<file path="src/rtl/hazard_ctrl.sv">
// hazard_ctrl: stall/flush/forwarding control for a 5-stage MIPS pipeline.
// Define HAZARD_FORWARDING_EN for load-use-only stalls with live forward selects.
module hazard_ctrl #(
    parameter int CNT_W = 16
) (
    input  logic             clk,
    input  logic             reset,
    input  logic [4:0]       id_rs,
    input  logic [4:0]       id_rt,
    input  logic             id_uses_rs,
    input  logic             id_uses_rt,
    input  logic [4:0]       ex_rs,
    input  logic [4:0]       ex_rt,
    input  logic [4:0]       ex_dest,
    input  logic             ex_regWrite,
    input  logic             ex_memRead,
    input  logic [4:0]       mem_dest,
    input  logic             mem_regWrite,
    input  logic [4:0]       wb_dest,
    input  logic             wb_regWrite,
    input  logic             branch_taken,
    output logic             pc_write,
    output logic             if_id_write,
    output logic             id_ex_bubble,
    output logic             if_id_flush,
    output logic             id_ex_flush,
    output logic             ex_mem_flush,
    output logic [1:0]       fwd_a_sel,
    output logic [1:0]       fwd_b_sel,
    output logic [CNT_W-1:0] stall_cycles,
    output logic [CNT_W-1:0] flush_events
);
    typedef enum logic {RUN, STALL} state_t;
    state_t           r_state, w_state_nxt;
    logic [1:0]       r_stall_left, w_stall_left_nxt;
    logic [CNT_W-1:0] r_stall_cycles, r_flush_events;
    logic [1:0]       w_need;
    logic             w_ex_match;

    function automatic logic f_match(input logic we, input logic [4:0] dest,
                                     input logic [4:0] rs, input logic [4:0] rt,
                                     input logic urs, input logic urt);
        return we && dest != 5'd0 && ((urs && dest == rs) || (urt && dest == rt));
    endfunction

    assign w_ex_match = f_match(ex_regWrite, ex_dest, id_rs, id_rt, id_uses_rs, id_uses_rt);

`ifdef HAZARD_FORWARDING_EN
    logic w_unused;
    assign w_unused = 1'b0;
    assign w_need = {1'b0, w_ex_match && ex_memRead};
    assign fwd_a_sel = !reset ? 2'd0 :
                       (mem_regWrite && mem_dest != 5'd0 && mem_dest == ex_rs) ? 2'd1 :
                       (wb_regWrite && wb_dest != 5'd0 && wb_dest == ex_rs) ? 2'd2 : 2'd0;
    assign fwd_b_sel = !reset ? 2'd0 :
                       (mem_regWrite && mem_dest != 5'd0 && mem_dest == ex_rt) ? 2'd1 :
                       (wb_regWrite && wb_dest != 5'd0 && wb_dest == ex_rt) ? 2'd2 : 2'd0;
`else
    logic w_mem_match, w_wb_match, w_unused;
    assign w_unused    = ^{ex_rs, ex_rt, ex_memRead};
    assign w_mem_match = f_match(mem_regWrite, mem_dest, id_rs, id_rt, id_uses_rs, id_uses_rt);
    assign w_wb_match  = f_match(wb_regWrite, wb_dest, id_rs, id_rt, id_uses_rs, id_uses_rt);
    assign w_need      = w_ex_match ? 2'd3 : w_mem_match ? 2'd2 : w_wb_match ? 2'd1 : 2'd0;
    assign fwd_a_sel   = 2'd0;
    assign fwd_b_sel   = 2'd0;
`endif

    // Outputs are forced to their reset values combinationally while reset is low.
    always_comb begin
        w_state_nxt      = r_state;
        w_stall_left_nxt = r_stall_left;
        pc_write         = 1'b1;
        if_id_write      = 1'b1;
        id_ex_bubble     = 1'b0;
        if_id_flush      = 1'b0;
        id_ex_flush      = 1'b0;
        ex_mem_flush     = 1'b0;
        if (!reset) begin
            pc_write     = 1'b0;
            if_id_write  = 1'b0;
            id_ex_bubble = 1'b1;
        end else if (branch_taken) begin
            if_id_flush      = 1'b1;
            id_ex_flush      = 1'b1;
            ex_mem_flush     = 1'b1;
            w_state_nxt      = RUN;
            w_stall_left_nxt = 2'd0;
        end else if (r_state == STALL) begin
            pc_write         = 1'b0;
            if_id_write      = 1'b0;
            id_ex_bubble     = 1'b1;
            w_stall_left_nxt = r_stall_left - 2'd1;
            w_state_nxt      = (r_stall_left <= 2'd1) ? RUN : STALL;
        end else if (w_need != 2'd0) begin
            pc_write     = 1'b0;
            if_id_write  = 1'b0;
            id_ex_bubble = 1'b1;
            if (w_need >= 2'd2) begin
                w_stall_left_nxt = w_need - 2'd1;
                w_state_nxt      = STALL;
            end
        end
    end

    always_ff @(posedge clk or negedge reset) begin
        if (!reset) begin
            r_state        <= RUN;
            r_stall_left   <= 2'd0;
            r_stall_cycles <= '0;
            r_flush_events <= '0;
        end else begin
            r_state      <= w_state_nxt;
            r_stall_left <= w_stall_left_nxt;
            if (id_ex_bubble && r_stall_cycles != '1)
                r_stall_cycles <= r_stall_cycles + 1'b1;
            if (branch_taken && r_flush_events != '1)
                r_flush_events <= r_flush_events + 1'b1;
        end
    end

    assign stall_cycles = r_stall_cycles;
    assign flush_events = r_flush_events;
endmodule

</file>
<file path="config.mk">
export PLATFORM = sky130hd
export DESIGN_NAME = hazard_ctrl
export DESIGN_NICKNAME = d
export VERILOG_FILES = /design/src/rtl/hazard_ctrl.sv
export SDC_FILE = /design/constraint.sdc
export NUM_CORES = 1
export LEC_CHECK = 0
export BUFFER_PORTS_ARGS = -buffer_cell sky130_fd_sc_hd__clkbuf_2
export CAP_MARGIN = 30
export CORE_UTILIZATION = 42
export CTS_CLUSTER_SIZE = 16
export DETAILED_ROUTE_END_ITERATION = 10
export PLACE_DENSITY = 0.75
export SYNTH_ARGS = -nofsm -noshare
export SYNTH_HDL_FRONTEND = slang
export SYNTH_SLANG_ARGS = --single-unit
</file>
<file path="constraint.sdc">
create_clock -name clk -period 2.1 [get_ports clk]
set_clock_uncertainty 0.05 [all_clocks]
set_input_delay 0.21 -clock clk [delete_from_list [all_inputs] [get_ports clk]]
set_output_delay 0.21 -clock clk [all_outputs]
set_load 0.05 [all_outputs]
</file>
After elaboration in Yosys (flattened, before gate mapping)
Cells that the tools add are included.
W data, S select, Z words.
{ "totals": {"out_inout_bits": 42, "mem_bits_ro": 0, "wordCells": 64, "n_memories": 0, "ff_bits": 35, "latchBits": 0, "in_bits": 44, "ramBits": 0} }
{ "op_classes": {"shift": 0, "magnitude_cmp": 2, "addsub": 4, "n_bitwise": 0, "muxes": 22, "n_eq_ne": 8, "div_mod_pow": 0, "reduce_logical": 24, "mul": 0} }
{ "ops": {"columns": ["operator", "n"], "rows": [
  ["$add A16 B1 Y16 const B", 2],
  ["$ne A16 B16 Y1 const B", 2],
  ["$eq A5 B5 Y1", 6],
  ["$mux W1", 16],
  ["$reduce_bool A5 Y1", 3],
  ["$logic_and A1 B1 Y1", 14],
  ["$mux W2", 6],
  ["$reduce_bool A3 Y1", 2],
  ["$sub A2 B1 Y2 const B", 2],
  ["$logic_or A1 B1 Y1", 3],
  ["$reduce_and A3 Y1", 1],
  ["$ge A2 B2 Y1 const B", 1],
  ["$le A2 B1 Y1 const B", 1],
  ["$reduce_bool A2 Y1", 1]
]} }

Logic depth before layout (Yosys ltp)
Gate-level depths: netlist of run 1.
{ "logic_depth": {"word_depth": 13, "ltp_mapped": 11, "mapped_depth_nobuf": 11} }

Worst setup path after synthesis of run 1
OpenSTA, ideal clock, no wires.
{ "synth_path": {"kind": "input-to-reg", "start": "input port ex_dest[1]", "end": "register r_stall_cycles[12], in the netlist stall_cycles[12]", "path_slack_ps": -998, "setup_time_ps": 125, "path_buffers": 0, "arrival_time_ps": 2923, "required_ps": 1925, "path_stages": 10, "path_cell_list": "or4_1 > o21ai_1 > inv_1 > a22oi_2 > ha_1 > nor2b_1 > o21a_1 > inv_1 > nand4_1 > mux2_2"} }
{ "synth_between": {"elab_chain_cells": 11, "elab_cells_between_ends": 15, "cone_classes": "2 x eq/ne; 5 x mux; 8 x reduce/logical"} }
{ "synth_rtl": {"columns": ["item", "line_no", "rtl"], "rows": [
  ["start: declaration", "14", "input logic [4:0] ex_dest,"],
  ["$eq A5 B5 Y1", "43", "return we && dest != 5'd0 && ((urs && dest == rs) || (urt && dest == rt));"],
  ["$logic_and A1 B1 Y1", "43", null],
  ["$logic_or A1 B1 Y1", "43", null],
  ["$logic_and A1 B1 Y1 (*)", "43", null],
  ["$mux W2 (*)", "63", "assign w_need = w_ex_match ? 2'd3 : w_mem_match ? 2'd2 : w_wb_match ? 2'd1 : 2'd0;"],
  ["$reduce_bool A2 Y1 (*)", "94", "end else if (w_need != 2'd0) begin"],
  ["$mux W1 (*)", "94", null],
  ["$mux W1 (*)", "88", "end else if (r_state == STALL) begin"],
  ["$mux W1 (*)", "82", "end else if (branch_taken) begin"],
  ["$mux W1 (*)", "78", "if (!reset) begin"],
  ["via id_ex_bubble", "24", "output logic id_ex_bubble,"],
  ["$logic_and A1 B1 Y1 (*)", "114", "if (id_ex_bubble && r_stall_cycles != '1)"],
  ["end signal: assignment", "115", "r_stall_cycles <= r_stall_cycles + 1'b1;"],
  ["end: declaration", "36", "logic [CNT_W-1:0] r_stall_cycles, r_flush_events;"]
]} }
Mark *: on every way through the listed nets, which the timed path passes. The rest lies on a longest branch.
A chain may end at the register's enable or synchronous reset.

Worst setup path after layout of run 1
{ "layout_path": {"start": "input port mem_dest[1]", "end": "register r_stall_cycles[1], in the netlist stall_cycles[1]"} }
{ "layout_between": {"elab_chain_cells": 12, "elab_cells_between_ends": 16, "cone_classes": "2 x eq/ne; 6 x mux; 8 x reduce/logical"} }
{ "layout_rtl": {"columns": ["item", "line_no", "rtl"], "rows": [
  ["start: declaration", "17", "input logic [4:0] mem_dest,"],
  ["$eq A5 B5 Y1", "43", null],
  ["$logic_and A1 B1 Y1", "43", null],
  ["$logic_or A1 B1 Y1", "43", null],
  ["$logic_and A1 B1 Y1 (*)", "43", null],
  ["$mux W2 (*) (2 in series)", "63", null],
  ["$reduce_bool A2 Y1 (*)", "94", null],
  ["$mux W1 (*)", "94", null],
  ["$mux W1 (*)", "88", null],
  ["$mux W1 (*)", "82", null],
  ["$mux W1 (*)", "78", null],
  ["$logic_and A1 B1 Y1 (*)", "114", null]
]} }
Every way passes the cells marked *; elsewhere a longest branch is shown, timed or not.

==> results of run 1 <==
## per-layer routing
metal / vias to the layer above / track usage, %
li1: 996 / -
met1: 968 / 25.87
met2: 39 / 33.83
met3: 7 / 6.158
met4: 0 / 5.660
met5: - / 0
## registers in the layout (all words and copies together) (netlist names)
| register | count |
|---|---|
| r_state | 1 |
| flush_events | 16 |
| stall_cycles | 16 |
| r_stall_left | 2 |
## Yosys cell counts (all sizes together)
library cell  count  area [sq um]
a211oi            1         7.510
nor4              2         12.51
or4               3         22.52
and3b             1         8.760
a41oi             1         8.760
mux2i             1         10.01
a22oi             1         12.51
nor2              8         30.03
nand4            11         68.82
clkbuf            1         3.750
o21ai             4         20.01
dfrtp            35         875.8
mux2              3         33.78
nor3              5         30.03
and4              2         20.02
inv               5         18.77
buf               8         63.81
o31ai             1         7.510
nand3            16         80.08
a2111oi           1         27.53
nor2b             2         12.51
a221o             1         10.01
a21o              1         7.510
and3             10         67.56
a21oi             4         23.77
nand2b            1         6.260
ha                4         50.05
nand3b            1         7.510
xor2             19         166.4
o41ai             1         8.760
nand2            19         71.32
a31oi             1         6.260
a221oi            1         8.760
conb              1         3.750
o22ai             2         12.51
and2              1         6.260
xnor2            38         332.8
o21a              3         22.52
nand4b            1         8.760
o311ai            1         16.27
nor3b             1         7.510
## path summary, 6_finish.rpt
path	from	to	depth (start not counted)
min in group clk	branch_taken	r_state	2
max in group asynchronous	reset	flush_events[0]	3
max	mem_dest[1]	stall_cycles[1]	12
min	reset	r_state	2
max reg2reg	stall_cycles[3]	stall_cycles[1]	5
min reg2reg	stall_cycles[10]	stall_cycles[10]	1
## timing repair
item / 4_1_cts / 5_1_grt
cloned: 0 / 0
pin swaps: 9 / 8
hold buffers: 1 / 0
setup endpoints to repair: 20 / 24
gates resized for setup: 13 / 12
buffers inserted: 4 / 2
endpoints found under the hold margin: 35 / 0
## worst reg2reg max path: cells and delay by family, from the launching register on
| kind | cells | cell delay, ns |
|---|---|---|
| multiplexers | 1 | 0.28 |
| buffers and inverters | 1 | 0.14 |
| flip-flops | 1 | 0.45 |
| AO/OA/AOI/OAI | 1 | 0.15 |
| AND/OR/NAND/NOR | 2 | 0.79 |
## final cells by class
type / count / area (sq um) / area share [%]
multi-input cells: 177 / 1363 / 43.61
well taps: 70 / 87.58 / 2.803
flip-flops and latches: 35 / 875.8 / 28.03
clock inverters: 1 / 5.005 / 0.1602
repair buffers: 107 / 694.4 / 22.23
clock buffers: 7 / 76.32 / 2.443
inverters: 5 / 22.52 / 0.7209
## power groups by stage
stage	clock network (mW)	logic (mW)	registers, mW
2_1_floorplan	0	0.410	1.42
3_3_place_gp	0	1.15	0.994
3_5_place_dp	0	1.17	0.998
4_1_cts	0.486	1.21	0.989
5_1_grt	0.509	1.32	1.03
6_report	0.467	1.22	0.995
## cell usage in the layout (no fill, tap or decap), types with 2 or more instances in the layout
cell type / instances
xnor2_1: 37
o21a_1: 2
xor2_1: 19
nand3_1: 13
nand2_1: 18
a21oi_1: 3
clkbuf_8: 5
dfrtp_1: 35
inv_1: 4
nor3_1: 4
buf_4: 30
o21ai_1: 2
ha_1: 3
clkbuf_1: 2
o22ai_1: 2
nand4_1: 11
mux2_2: 2
nor2_1: 8
conb_1: 4
or4_1: 3
nand3_2: 3
clkbuf_2: 67
and3_1: 9
buf_6: 7
## cells by family after synthesis
logic type | Yosys count | share of synthesized area, %
multiplexers | 4 | 1.973
AND/OR/NAND/NOR | 84 | 20.74
other | 1 | 0.1689
AO/OA/AOI/OAI | 24 | 9.020
buffers and inverters | 14 | 3.889
flip-flops | 35 | 39.46
XOR/XNOR | 57 | 22.49
adder cells (fa/ha/maj) | 4 | 2.255
==> impl_metrics.toml, run 1 <==
[sta]
finalCritPeriodShare_pct = 116.6
worst_slack_ns = -0.3495
fin_tns_setup_ns = -5.746
slew_viol_final = 0
hold_viol_final = 0
rsz0062_at_grt = "yes"
timing.hold.ws_ns = 0.2419
fmax_mhz = 408.2
worstMarginPinSlew_ns = 0.5627
maxSlewHeadroom_pct = 62.28
setup_violations = 21
period_minus_slack_ns = 2.450

[cells_and_area]
drive_gt1_share_pct = 40.96
fin_cells = 402
fill_cells = 447
area_growth_pct = 40.76
finalInstanceArea_sq_mm = 0.003124
nets = 379
fin_util_pct = 61.17
diodes = 0

[synth]
synth_area_per_cell_sq_um = 9.953
synth_seq_area_share_pct = 39.46
syn_area_sq_mm = 0.002220
ys_ff_latch = 35
ys_warn_count = 0
synthCells = 223
synth_cell_types = 47

[critical_path]
crit_slowest_cell = "or4_1"
cp-start-kind = "input pin"
end_kind = "flop"
reg2reg_slack_ns = 0.12
arrival_ns = 2.57
crit_required_ns = 2.22
crit_path_max_incr_delay_ns = 0.50
path_class = "input pin to flop"
critPathBufInv = 3
crit_family = "compound AO/OA/AOI/OAI gates"
path_cells = "clkbuf_2, or4_1, o21a_1, a221oi_2, a21oi_1, ha_2, nor2b_4, o21a_4, buf_4, a21oi_4, buf_6, mux2_4"
crit_fanout = 3

[routing]
ant_nets = 0
drc = 0
vias = 2010
drtIter0Drc = 82
drt-total-wl_microns = 5157
wl_met3_microns = 182
wl_met1_microns = 2354
wire_per_inst_microns = 12.83
met2_length_microns = 2566
dr.pass1.iters = 4
top_layer_used = "met4"
drt-vias-per-instance = 5.000

[floorplan]
die_w_microns = 74.70
start_util_pct = 43.46
core_sq_mm = 0.005107
die_h_microns = 74.70
pin_count = 86
die-area_sq_mm = 0.005579
rows = 26

[status]
status = "finished, violations left"
violations = "setup timing"

[power_and_ir_drop]
p_leak_nw = 1.489
p_sw_mw = 1.216
power_frac_seq_pct = 37.1
p_per_area_mw_per_mm2 = 858.9
peakVddDrop_mv = 1.000
internal-power_mw = 1.467
combPwrFrac_pct = 45.5
power_mw = 2.684
clkPwrFrac_pct = 17.4
netSwitchingFraction_pct = 45.32

[clock_tree]
cts.sink_count = 35
cts_tree = "done"
htreeDepth = 2
cts-buffers-inserted = 5
root_buffer = "clkbuf_8"
clockBufferDepth = 2
clk_latency_ns = 0.29
clk_pin_slew_worst_paths_ns = 0.07

[worst_hold_path]
hold_class = "input pin to asynchronous set/reset pin"

[place]
place_ws_ns = -0.6621
place_area_sq_mm = 0.002874
dp.cells = 387
gp_congestion = 0.8801
place_hpwl_microns = 3947
io_buffers = 70

[grt]
grt_pass1_wl_microns = 8562
grt_max_degree = 26
grt_use_total_pct = 20.40
antenna_found_initial = 0
grt_pass1_vias = 1897
grt_overflow = 0

[job]
maxCapViolCount = 0
No activity file was read; power rests on OpenSTA's default activity.
==> inputs of run 2 (changes only) <==
- BUFFER_PORTS_ARGS: -buffer_cell sky130_fd_sc_hd__clkbuf_2 -> -buffer_cell sky130_fd_sc_hd__buf_4
==> impl_metrics.toml, run 2 (synthesis results as in run 1) <==
[grt]
grt_max_degree = 26
grt_pass1_wl_microns = 8776
grt_pass1_vias = 1947
grt_use_total_pct = 20.91
grt_overflow = 0
antenna_found_initial = 0

[sta]
hold_viol_final = 0
slew_viol_final = 0
finalCritPeriodShare_pct = 119.0
fin_tns_setup_ns = -6.326
worst_slack_ns = -0.3980
setup_violations = 21
fmax_mhz = 400.3
period_minus_slack_ns = 2.498
timing.hold.ws_ns = 0.1657
rsz0062_at_grt = "yes"

[clock_tree]
cts.sink_count = 35
htreeDepth = 2
clk_pin_slew_worst_paths_ns = 0.07
root_buffer = "clkbuf_8"
cts_tree = "done"
clockBufferDepth = 2
cts-buffers-inserted = 5
clk_latency_ns = 0.29

[routing]
dr.pass1.iters = 4
drt-vias-per-instance = 5.132
ant_nets = 0
vias = 2063
drc = 0
wire_per_inst_microns = 13.80
drt-total-wl_microns = 5548
drtIter0Drc = 83

[floorplan]
die_h_microns = 74.70
rows = 26
pin_count = 86
start_util_pct = 43.46
die-area_sq_mm = 0.005579
die_w_microns = 74.70
core_sq_mm = 0.005107

[power_and_ir_drop]
power_mw = 2.907
power_frac_seq_pct = 34.8
netSwitchingFraction_pct = 43.23
p_leak_nw = 1.554
peakVddDrop_mv = 0.9258
clkPwrFrac_pct = 18.5
p_sw_mw = 1.257
combPwrFrac_pct = 46.7
internal-power_mw = 1.650
p_per_area_mw_per_mm2 = 874.9

[cells_and_area]
drive_gt1_share_pct = 42.77
diodes = 0
nets = 379
area_growth_pct = 49.72
layout_commonest_cell = "buf_4"
fin_util_pct = 65.07
layout_common_cells = "91 x buf_4, 37 x xnor2_1, 35 x dfrtp_1"
finalInstanceArea_sq_mm = 0.003323
fin_cells = 402

[critical_path]
crit_required_ns = 2.23
crit_family = "compound AO/OA/AOI/OAI gates"
crit_slowest_cell = "or4_4"
crit_fanout = 5
reg2reg_slack_ns = 0.13
end_kind = "flop"
critPathBufInv = 1
crit_path_max_incr_delay_ns = 0.52
path_cells = "buf_6, or4_4, o21a_1, a221oi_2, a21oi_1, ha_2, nor2b_4, o21a_4, a2111oi_4, nand3_1, xnor2_1"
cp-start-kind = "input pin"
path_class = "input pin to flop"
arrival_ns = 2.63

[status]
violations = "setup timing"
status = "finished, violations left"

[place]
dp.cells = 387
place_ws_ns = -0.6627
gp_congestion = 0.8720
place_area_sq_mm = 0.003034
place_hpwl_microns = 4163
io_buffers = 70

[worst_hold_path]
hold_class = "input pin to flop"

[job]
maxCapViolCount = 0
## run 2: timing repair
action                     4_1_cts  5_1_grt
hold buffers                     1        0
setup endpoints to repair       20       24
buffers inserted                 3        3
hold endpoints to repair        19        0
pin swaps                       13        8
gates resized for setup         18       16
## run 2: final timing paths
kind,startpoint,to,cells past startpoint
hold reg to reg,stall_cycles[10],stall_cycles[10],1
setup reg to reg,stall_cycles[0],stall_cycles[1],6
min in group asynchronous,reset,r_stall_left[0],2
hold / removal,branch_taken,r_state,2
setup / recovery,mem_dest[1],stall_cycles[9],11
max in group asynchronous,reset,flush_events[14],3
## run 2: power by group through the flow
stage	clock network, mW	logic [mW]	registers (mW)
2_1_floorplan	0	0.410	1.42
3_3_place_gp	0	1.25	1.00
3_5_place_dp	0	1.27	1.01
4_1_cts	0.548	1.32	1.00
5_1_grt	0.575	1.45	1.03
6_report	0.538	1.36	1.01
## run 2: routing by layer
metal  wire, microns  vias to the layer above  global-route usage (%)
met3             193                       13                   4.016
met5               0                        -                       0
met4             104                        0                   7.757
met2            2887                       50                   37.04
met1            2363                      999                   25.19
li1                -                     1001                       -
## run 2: area by class of cell
| type | instances | area [sq um] |
|---|---|---|
| fillers | 423 | 1784 |
| inverters | 5 | 22.52 |
| clock buffers | 8 | 100.1 |
| well taps | 70 | 87.58 |
| flip-flops and latches | 35 | 875.8 |
| multi-input cells | 177 | 1371 |
| repair buffers | 107 | 865.8 |
